### config.mk
export PLATFORM = sky130hd
export DESIGN_NAME = player1_recorder
export DESIGN_NICKNAME = d
export VERILOG_FILES = /design/src/rtl/player1_recorder.sv
export SDC_FILE = /design/constraint.sdc
export NUM_CORES = 1
export LEC_CHECK = 0
export BUFFER_PORTS_ARGS = -buffer_cell sky130_fd_sc_hd__clkbuf_2
export CORE_UTILIZATION = 45
export CTS_CLUSTER_DIAMETER = 120
export CTS_CLUSTER_SIZE = 24
export DETAILED_ROUTE_END_ITERATION = 6
export PLACE_DENSITY = 0.71
export SYNTH_ARGS = -nofsm -noshare
export SYNTH_HDL_FRONTEND = slang
export SYNTH_SLANG_ARGS = --single-unit
### constraint.sdc
create_clock -name clock -period 4 [get_ports clock]
set_input_delay 0.8 -clock clock [delete_from_list [all_inputs] [get_ports clock]]
set_output_delay 0.8 -clock clock [all_outputs]
set_load 0.02 [all_outputs]
### src/rtl/player1_recorder.sv
`timescale 1ns/1ps
// player1_recorder
// Purpose: captures player 1's secret code from a push-button as a
// Morse-style bit pattern on the slow tick clock.
//   - A short press (fewer than LONG_TICKS ticks) appends a dot, 2'b10.
//   - A long press appends a dash, 4'b1110.
//   - Pressing finish locks the code so player2 can compare against it.
// Ports:
//   clock         tick clock from rate_divider; all logic on posedge
//   resetn        asynchronous active-low reset
//   value_input   symbol key, active-low (0 = pressed)
//   finish_input  finish key, active-low (0 = pressed)
//   player1_value recorded code, right-aligned, newest symbol in LSBs
//   length        number of code bits in use, 0..WIDTH
//   done          code is locked and valid for player2
//   overflow      sticky flag: a symbol was dropped for lack of space
//   q             LED view of player1_value[17:0]
module player1_recorder #(
    parameter int WIDTH      = 20,
    parameter int LONG_TICKS = 3
) (
    input  logic             clock,
    input  logic             resetn,
    input  logic             value_input,
    input  logic             finish_input,
    output logic [WIDTH-1:0] player1_value,
    output logic [4:0]       length,
    output logic             done,
    output logic             overflow,
    output logic [17:0]      q
);

    localparam int CW = $clog2(LONG_TICKS + 1);

    typedef enum logic {
        RECORD = 1'b0,
        LOCKED = 1'b1
    } state_t;

    state_t          state;
    logic [CW-1:0]   hold_count;
    logic            prev_key;

    logic            release_seen;
    logic            is_dash;
    logic [5:0]      sym_len;
    logic [5:0]      len_sum;
    logic            commit;
    logic            drop;
    logic [4:0]      len_after;
    logic            finish_ok;
    logic [WIDTH-1:0] value_next;

    // Release and commit decode. The finish decision uses the length as it
    // will be after any commit on this same tick, so a release and a finish
    // sampled together both take effect.
    always_comb begin
        release_seen = 1'b0;
        is_dash      = 1'b0;
        sym_len      = 6'd2;
        len_sum      = 6'd0;
        commit       = 1'b0;
        drop         = 1'b0;
        len_after    = length;
        finish_ok    = 1'b0;
        value_next   = player1_value;

        release_seen = (state == RECORD) && !prev_key && value_input;
        is_dash      = (hold_count >= CW'(LONG_TICKS));
        sym_len      = is_dash ? 6'd4 : 6'd2;
        len_sum      = {1'b0, length} + sym_len;
        commit       = release_seen && (len_sum <= 6'(WIDTH));
        drop         = release_seen && (len_sum > 6'(WIDTH));

        if (commit) begin
            len_after = len_sum[4:0];
        end

        if (is_dash) begin
            value_next = {player1_value[WIDTH-5:0], 4'b1110};
        end else begin
            value_next = {player1_value[WIDTH-3:0], 2'b10};
        end

        // A finish while the symbol key is still down is ignored.
        finish_ok = (state == RECORD) && !finish_input && value_input &&
                    (len_after != 5'd0);
    end

    // Recorder state machine. prev_key resets to "released" so a press that
    // straddles the end of reset counts from its first sampled tick and does
    // not produce a spurious commit.
    always_ff @(posedge clock or negedge resetn) begin
        if (!resetn) begin
            state         <= RECORD;
            hold_count    <= '0;
            prev_key      <= 1'b1;
            player1_value <= '0;
            length        <= 5'd0;
            done          <= 1'b0;
            overflow      <= 1'b0;
        end else begin
            case (state)
                RECORD: begin
                    prev_key <= value_input;

                    if (!value_input) begin
                        if (hold_count != CW'(LONG_TICKS)) begin
                            hold_count <= hold_count + 1'b1;
                        end
                    end else begin
                        hold_count <= '0;
                    end

                    if (commit) begin
                        player1_value <= value_next;
                        length        <= len_after;
                    end

                    if (drop) begin
                        overflow <= 1'b1;
                    end

                    if (finish_ok) begin
                        state <= LOCKED;
                        done  <= 1'b1;
                    end
                end

                LOCKED: begin
                    done <= 1'b1;
                end

                default: begin
                    state <= RECORD;
                end
            endcase
        end
    end

    assign q = player1_value[17:0];

endmodule

==> run_results.csv, run 1 <==
group,metric,value,unit
clock_tree,cts_tree,"built",
route,num_vias,1259,
sta,min_period_over_period,77.2,%
setup_path,slowest_stage,"dfrtp_1",
sta,fin_tns_setup,0,ns
route,ant_nets,0,
logic_synthesis,synth_cell_types,42,
hold_path,holdCritPathClass,"flop to flop",
clock_tree,cts_setup_buffers,0,
global_route,overflow,0,
route,wl_per_cell,12.5,um
logic_synthesis,seq_area_frac_synth,42.5,%
placement,io_buffers,45,
sta,rsz0062_at_grt,"no",
sta,setup_viol,0,
finish,final_nets,206,
pwr,irDropWorstVdd,0.450,mV
setup_path,cp_num_buf_inv,1,
floorplanning,die_w,63.7,um
route,viasPerCell,5.10,
route,drc,0,
finish,num_antenna_cells,0,
sta,fin_worst_skew,0.00579,ns
global_route,grt_pass1_wl,5.23,mm
setup_path,worst_setup_path_end_kind,"flop",
logic_synthesis,yosys.area.top_type,"dfrtp_1",
clock_tree,clk_pin_slew_worst_paths,0.06,ns
clock_tree,clkLatencyLatePin,0.28,ns
setup_path,cp_data_arrival_time,3.25,ns
global_route,grt_max_degree,30,
logic_synthesis,yosysWarnings,0,
logic_synthesis,syn_area,1710,um2
sta,min_period,3.09,ns
global_route,antenna_found_initial,0,
clock_tree,cts_resized,0,
clock_tree,cts_inserted_buffers,5,
pwr,p_per_area,1010,nW/um2
placement,place.gp.congestion,0.860,
logic_synthesis,synth_top_area_share,41.0,%
finish,final_util,51.9,%
floorplanning,core,3660,um2
floorplanning,rows,22,
setup_path,crit_type,"flop to flop",
global_route,grt_pass1_vias,1128,
flow_run,max-cap-violations,0,
logic_synthesis,yosysMostFrequentCell,"dfrtp_1",
floorplanning,fp.dieH,63.7,um
setup_path,slowest_delay,0.42,ns
sta,maxSlewViolCount,0,
logic_synthesis,async_flop_share,100,%
setup_path,cp_max_fo,29,
logic_synthesis,ys_ff_latch,29,
logic_synthesis,synth.avg_cell_area,9.89,um2
logic_synthesis,synth.area.top_cells,"dfrtp_1 (41%), buf_4 (11%), mux2i_1 (9.4%), a21oi_1 (5.3%), nor2_1 (5.0%)",
logic_synthesis,synth_edf_count,0,
pwr,power,1.92,mW
run_status,outcome,"completed",
logic_synthesis,netlist_instances,173,
sta,whs,0.456,ns
setup_path,cp_top_family,"adder cells",
global_route,grt_use_total,16.9,%
setup_path,crit_chain,"ha_1 > xor2_1 > ha_1 > and2_1 > o21ai_1 > nand3_1 > a21oi_4 > buf_4 > mux2_2",
finish,area.growth.synth_to_final,11.0,%
placement,dp_hpwl,2.17,mm
sta,hold_violations,0,
sta,fmax,324,MHz
clock_tree,holdBufCountCts,0,
logic_synthesis,synthTopCellsByCount,"dfrtp_1 (28), buf_4 (26), nor2_1 (23)",
finish,drive_gt1_share,33.7,%
clock_tree,htree_num_levels,2,
clock_tree,cts_buffer_depth,2,
pwr,p_leak,0.909,nW
clock_tree,cts_sinks,29,
floorplanning,die_area,4050,um2
route,firstDrtPassIters,4,
sta,worst_pin_slew,0.959,ns
setup_path,start_kind,"flop",
clock_tree,clockRootBuffer,"clkbuf_8",
floorplanning,io_pins,49,
logic_synthesis,ys.flop_type,"dfrtp_1",
sta,slew_headroom,36.0,%
route,drt-total-wl,3.08,mm
route,drt_iter0_markers,61,
setup_path,worstPathRequired,4.17,ns
floorplanning,initial_core_util,46.7,%
setup_path,crit_path_frequent_cell,"ha_1",
finish,n_fill_cell,349,
==> worst paths after layout <==
| path | start | cells after the start | slack, ns | endpoint |
|---|---|---|---|---|
| max | hold_count[0]$_DFFE_PN0P_ | 9 | 0.91 | player1_value[2]$_DFFE_PN0P_ |
| min | overflow$_DFFE_PN0P_ | 1 | 0.46 | overflow$_DFFE_PN0P_ |
| max reg2reg | hold_count[0]$_DFFE_PN0P_ | 9 | 0.91 | player1_value[2]$_DFFE_PN0P_ |
| min reg2reg | overflow$_DFFE_PN0P_ | 1 | 0.46 | overflow$_DFFE_PN0P_ |
| max in group asynchronous | resetn | 1 | 2.99 | player1_value[1]$_DFFE_PN0P_ |
| min in group asynchronous | resetn | 1 | 0.56 | player1_value[14]$_DFFE_PN0P_ |
==> cells by family (layout without fill, tap and decap cells) <==
group                    count (synthesis)  after routing  share of synthesized area, %
flip-flops                              29             29                          42.5
other                                    1              3                         0.219
multiplexers                            19             19                          11.3
XOR/XNOR                                 1              1                         0.512
adder cells (fa/ha/maj)                  3              3                          2.19
buffers and inverters                   33             57                          13.5
AND/OR/NAND/NOR                         47             47                          14.8
AO/OA/AOI/OAI                           40             40                          15.0
==> stage by stage <==
| step | cell area (um2) | setup WS (ns) | instances |
|---|---|---|---|
| final | 1900 | 0.913 | 247 |
| after global routing | 1900 | 0.711 | 247 |
| after floorplan | 1720 | 1.51 | 175 |
| after global placement | 1800 | 1.02 | 240 |
| after detailed placement | 1800 | 0.922 | 240 |
| after CTS | 1900 | 0.913 | 247 |
==> final cells by class <==
class / count / area (um2) / share of cell area [%]
Timing Repair Buffer: 46 / 233 / 12.3
Sequential cell: 29 / 727 / 38.3
Multi-Input combinational cell: 113 / 761 / 40.1
Tap cell: 48 / 60.1 / 3.16
Clock buffer: 5 / 68.8 / 3.62
Inverter: 4 / 15.0 / 0.791
Clock inverter: 2 / 35.0 / 1.84
==> registers in the layout, indices dropped and copies added (netlist names) <==
signal         cells
done               1
hold_count         2
length             4
overflow           1
player1_value     19
prev_key           1
state              1
==> report_power, final <==
group	internal [mW]	leakage [nW]	switching (mW)
Clock	0.181	0.0540	0.108
Sequential	0.426	0.335	0.158
Combinational	0.402	0.520	0.646
Total	1.01	0.909	0.913
==> placed cells by master (no fill, tap or decap), types with 2 or more instances in the layout <==
cell type,instances
a21oi_1,18
a31oi_1,2
and3_1,3
clkbuf_2,45
clkbuf_8,5
conb_1,3
dfrtp_1,28
ha_1,3
inv_1,4
mux2_2,3
mux2i_1,16
nand2_1,4
nor2_1,23
nor2b_1,4
nor3_1,2
nor4b_2,2
o21ai_0,6
o21ai_1,3
==> layer usage <==
layer  track usage, %  share of wire [%]  vias up
met1             21.7                 47      582
li1                 -                  -      629
met5                0                  0        -
met2             26.2                 46       43
met3             6.16                6.0        5
met4             5.11                1.0        0
No activity file was read; power rests on OpenSTA's default activity.
==> run 2, diff against run 1 <==
- ABC_AREA: unset -> 1
- PLACE_DENSITY: 0.71 -> 0.74
- clock period: 4 -> 2.5 ns (I/O delays scaled with it)
==> run 2 against run 1 <==
Compared with the run above:
- cell count increased by 8.5%
- fmax rose by 39%
- hold slack got worse by 0.25 ns
- setup slack got worse by 0.64 ns
- synthesized cell count rose by 10%
- sequential cell count unchanged
- critical path type unchanged
- critical endpoint is now done$_DFFE_PN0P_
- largest power group is now registers
- highest routed layer unchanged
==> run_results.csv, run 2 <==
group,metric,value,unit
logic_synthesis,yosysWarnings,0,
pwr,seqPwrFrac,59.3,%
setup_path,cp_max_fo,18,
placement,place.gp.congestion,0.827,
clock_tree,cts_sinks,29,
flow_run,max-cap-violations,0,
floorplanning,initial_core_util,47.2,%
floorplanning,rows,21,
finish,area.growth.synth_to_final,12.2,%
finish,reg.largest.list,"player1_value x19, length x4, hold_count x2",
pwr,irDropWorstVdd,0.295,mV
finish,layout_common_cells,"nand2_1 (47), clkbuf_2 (45), dfrtp_1 (28)",
global_route,grt_max_degree,30,
sta,hold_violations,0,
setup_path,cp_data_arrival_time,2.44,ns
logic_synthesis,synth.avg_cell_area,8.31,um2
sta,setup_viol,0,
setup_path,slowest_delay,0.42,ns
finish,final_cell_area,1780,um2
sta,min_period_over_period,89.0,%
logic_synthesis,synth_edf_count,0,
sta,worst_pin_slew,0.694,ns
pwr,p_leak,0.991,nW
global_route,antenna_found_initial,0,
finish,num_antenna_cells,0,
finish,largest_reg_flops,19,
floorplanning,die_area,3770,um2
setup_path,start_kind,"flop",
sta,maxSlewViolCount,0,
clock_tree,htree_num_levels,2,
logic_synthesis,yosysMostFrequentCell,"nand2_1",
setup_path,crit_chain,"ha_1 > inv_1 > nand2_1 > inv_1 > ha_1 > inv_1 > nand2_1 > nand2_1 > nand2_1 > nand2_2 > nand2_4 > nand3_4 > nand2_1 > nand2_1 > nor2_1 > nand2_1 > nand2_2 > nand3_2",
route,ant_nets,0,
logic_synthesis,synth_top_area_share,44.2,%
sta,rsz0062_at_grt,"yes",
pwr,combPwrFrac,2.0,%
sta,min_period,2.23,ns
finish,regMostFlops,"player1_value",
clock_tree,cts_inserted_buffers,5,
route,num_vias,1262,
global_route,grt_pass1_wl,4.72,mm
logic_synthesis,yosys.area.top_type,"dfrtp_1",
route,drc,0,
floorplanning,die_w,61.4,um
setup_path,slowest_stage,"dfrtp_1",
placement,post-place-cells,260,
route,drt_iter0_markers,18,
clock_tree,clkLatencyLatePin,0.33,ns
logic_synthesis,synth.area.top_cells,"dfrtp_1 (44%), nand2_1 (11%), buf_4 (9.9%), o21ai_0 (6.3%), inv_1 (5.7%)",
global_route,overflow,0,
setup_path,crit_type,"flop to flop",
placement,io_buffers,45,
clock_tree,clockRootBuffer,"clkbuf_4",
pwr,p_per_area,444,nW/um2
logic_synthesis,ys_ff_latch,29,
sta,slew_headroom,53.7,%
global_route,grt_busiest_layer,"met2",
setup_path,worstPathRequired,2.71,ns
sta,fmax,449,MHz
global_route,grt_pass1_vias,1046,
finish,drive_gt1_share,28.8,%
pwr,p_int,608,uW
floorplanning,core,3360,um2
clock_tree,clk_pin_slew_worst_paths,0.10,ns
clock_tree,cts_tree,"built",
hold_path,holdCritPathClass,"primary input to async pin",
setup_path,reg2reg_depth,18,
logic_synthesis,seq_area_frac_synth,45.8,%
logic_synthesis,synth_cell_types,29,
pwr,clockPowerShare,38.7,%
logic_synthesis,syn_area,1590,um2
pwr,netSwitchingPower,183,uW
route,firstDrtPassIters,4,
logic_synthesis,async_flop_share,100,%
logic_synthesis,netlist_instances,191,
setup_path,crit_path_frequent_cell,"nand2_1",
finish,mostFrequentLayoutCell,"nand2_1",
route,drt-total-wl,2.93,mm
run_status,outcome,"completed",
global_route,grtUsageMet1,24.7,%
logic_synthesis,synthTopCellsByCount,"nand2_1 (47), dfrtp_1 (28), inv_1 (24)",
placement,dpl_cell_area,1710,um2
logic_synthesis,ys.flop_type,"dfrtp_1",
placement,dp_hpwl,2.20,mm
sta,fin_worst_skew,0.0107,ns
finish,final_nets,228,
global_route,met2_usage,25.3,%
finish,final_cells,268,
global_route,grt_use_total,17.4,%
route,viasPerCell,4.71,
pwr,swShare,23.1,%
floorplanning,io_pins,49,
setup_path,r2r_slack,0.27,ns
route,wl_per_cell,10.9,um
global_route,use_met3,5.67,%
floorplanning,fp.dieH,61.4,um
setup_path,worst_setup_path_end_kind,"flop",
clock_tree,cts_buffer_depth,2,
run 2: changes by cell type in the layout (fill, tap and decap cells not counted), moves of 3 or more:
| cell | change |
|---|---|
| a21oi_1 | -17 |
| and3_1 | -3 |
| clkbuf_4 | +5 |
| clkbuf_8 | -4 |
| inv_1 | +20 |
| mux2_2 | -3 |
| mux2i_1 | -16 |
| nand2_1 | +43 |
| nand4_1 | +4 |
| nor2_1 | -17 |
| nor2b_1 | -4 |
| o211ai_1 | +11 |
| o21ai_0 | +14 |
run 2: cell type report:
type                       instances  area (um2)
fill                             338        1580
tap                               46        57.6
clock buffer                       6        51.3
timing repair buffer              47         240
inverter                          26         100
clock inverter                     2        13.8
multi-input combinational        112         591
sequential                        29         727
run 2: path summary, 6_finish.rpt:
| check | from | endpoint |
|---|---|---|
| worst max-delay path | hold_count[0]$_DFFE_PN0P_ | done$_DFFE_PN0P_ |
| worst min-delay path | resetn | player1_value[17]$_DFFE_PN0P_ |
| worst max register to register | hold_count[0]$_DFFE_PN0P_ | done$_DFFE_PN0P_ |
| worst min register to register | prev_key$_DFFE_PN1N_ | prev_key$_DFFE_PN1N_ |
| max in group asynchronous | resetn | player1_value[1]$_DFFE_PN0P_ |
| min in group clock | finish_input | state$_DFF_PN0_ |
run 2: cell families after synthesis:
kind of cell / Yosys count / synth area share, %
flip-flops: 29 / 45.8
other: 1 / 0.236
buffers and inverters: 52 / 17.4
XOR/XNOR: 2 / 1.10
adder cells (fa/ha/maj): 3 / 2.37
AO/OA/AOI/OAI: 37 / 13.9
AND/OR/NAND/NOR: 67 / 19.2
run 2: worst max-delay path, delay by kind of cell, from the launching register on:
kind / cells / cell delay, ns
and+or+nand+nor: 13 / 1.12
DFF: 1 / 0.42
adders and majority gates: 2 / 0.37
buffers and inverters: 3 / 0.21
run 2: layer usage:
metal	part of all wire [%]	vias up	wire length, um
li1	-	656	-
met1	50	576	1460
met2	46	27	1340
met3	3.8	3	110
met4	0.85	0	25
met5	0	-	0
run 2: power by group through the flow:
stage	Sequential, mW	Combinational (mW)	Clock, mW
2_1_floorplan	0.478	0.00863	0
3_3_place_gp	0.478	0.0165	0
3_5_place_dp	0.478	0.0169	0
4_1_cts	0.469	0.0169	0.314
5_1_grt	0.469	0.0193	0.338
6_report	0.469	0.0160	0.306
run 2: metrics by stage:
stage                     total power, mW  hold WS, ns  setup TNS (ns)  setup slack, ns  utilization (%)
after floorplan                     0.487        0.204               0            0.344                -
after CTS                           0.799        0.213               0            0.241             52.9
final                               0.790        0.203               0            0.274             52.9
after detailed placement            0.495        0.464               0            0.262             50.9
after global routing                0.826        0.251        -0.00107         -0.00107             52.9
after global placement              0.494        0.454               0            0.312             50.9
run 2: what timing repair did:
action,in CTS,in global routing
hold endpoints to repair,0,0
endpoints found under the setup margin,0,9
setup buffers,0,0
gates resized for setup,0,2
hold buffers,0,0
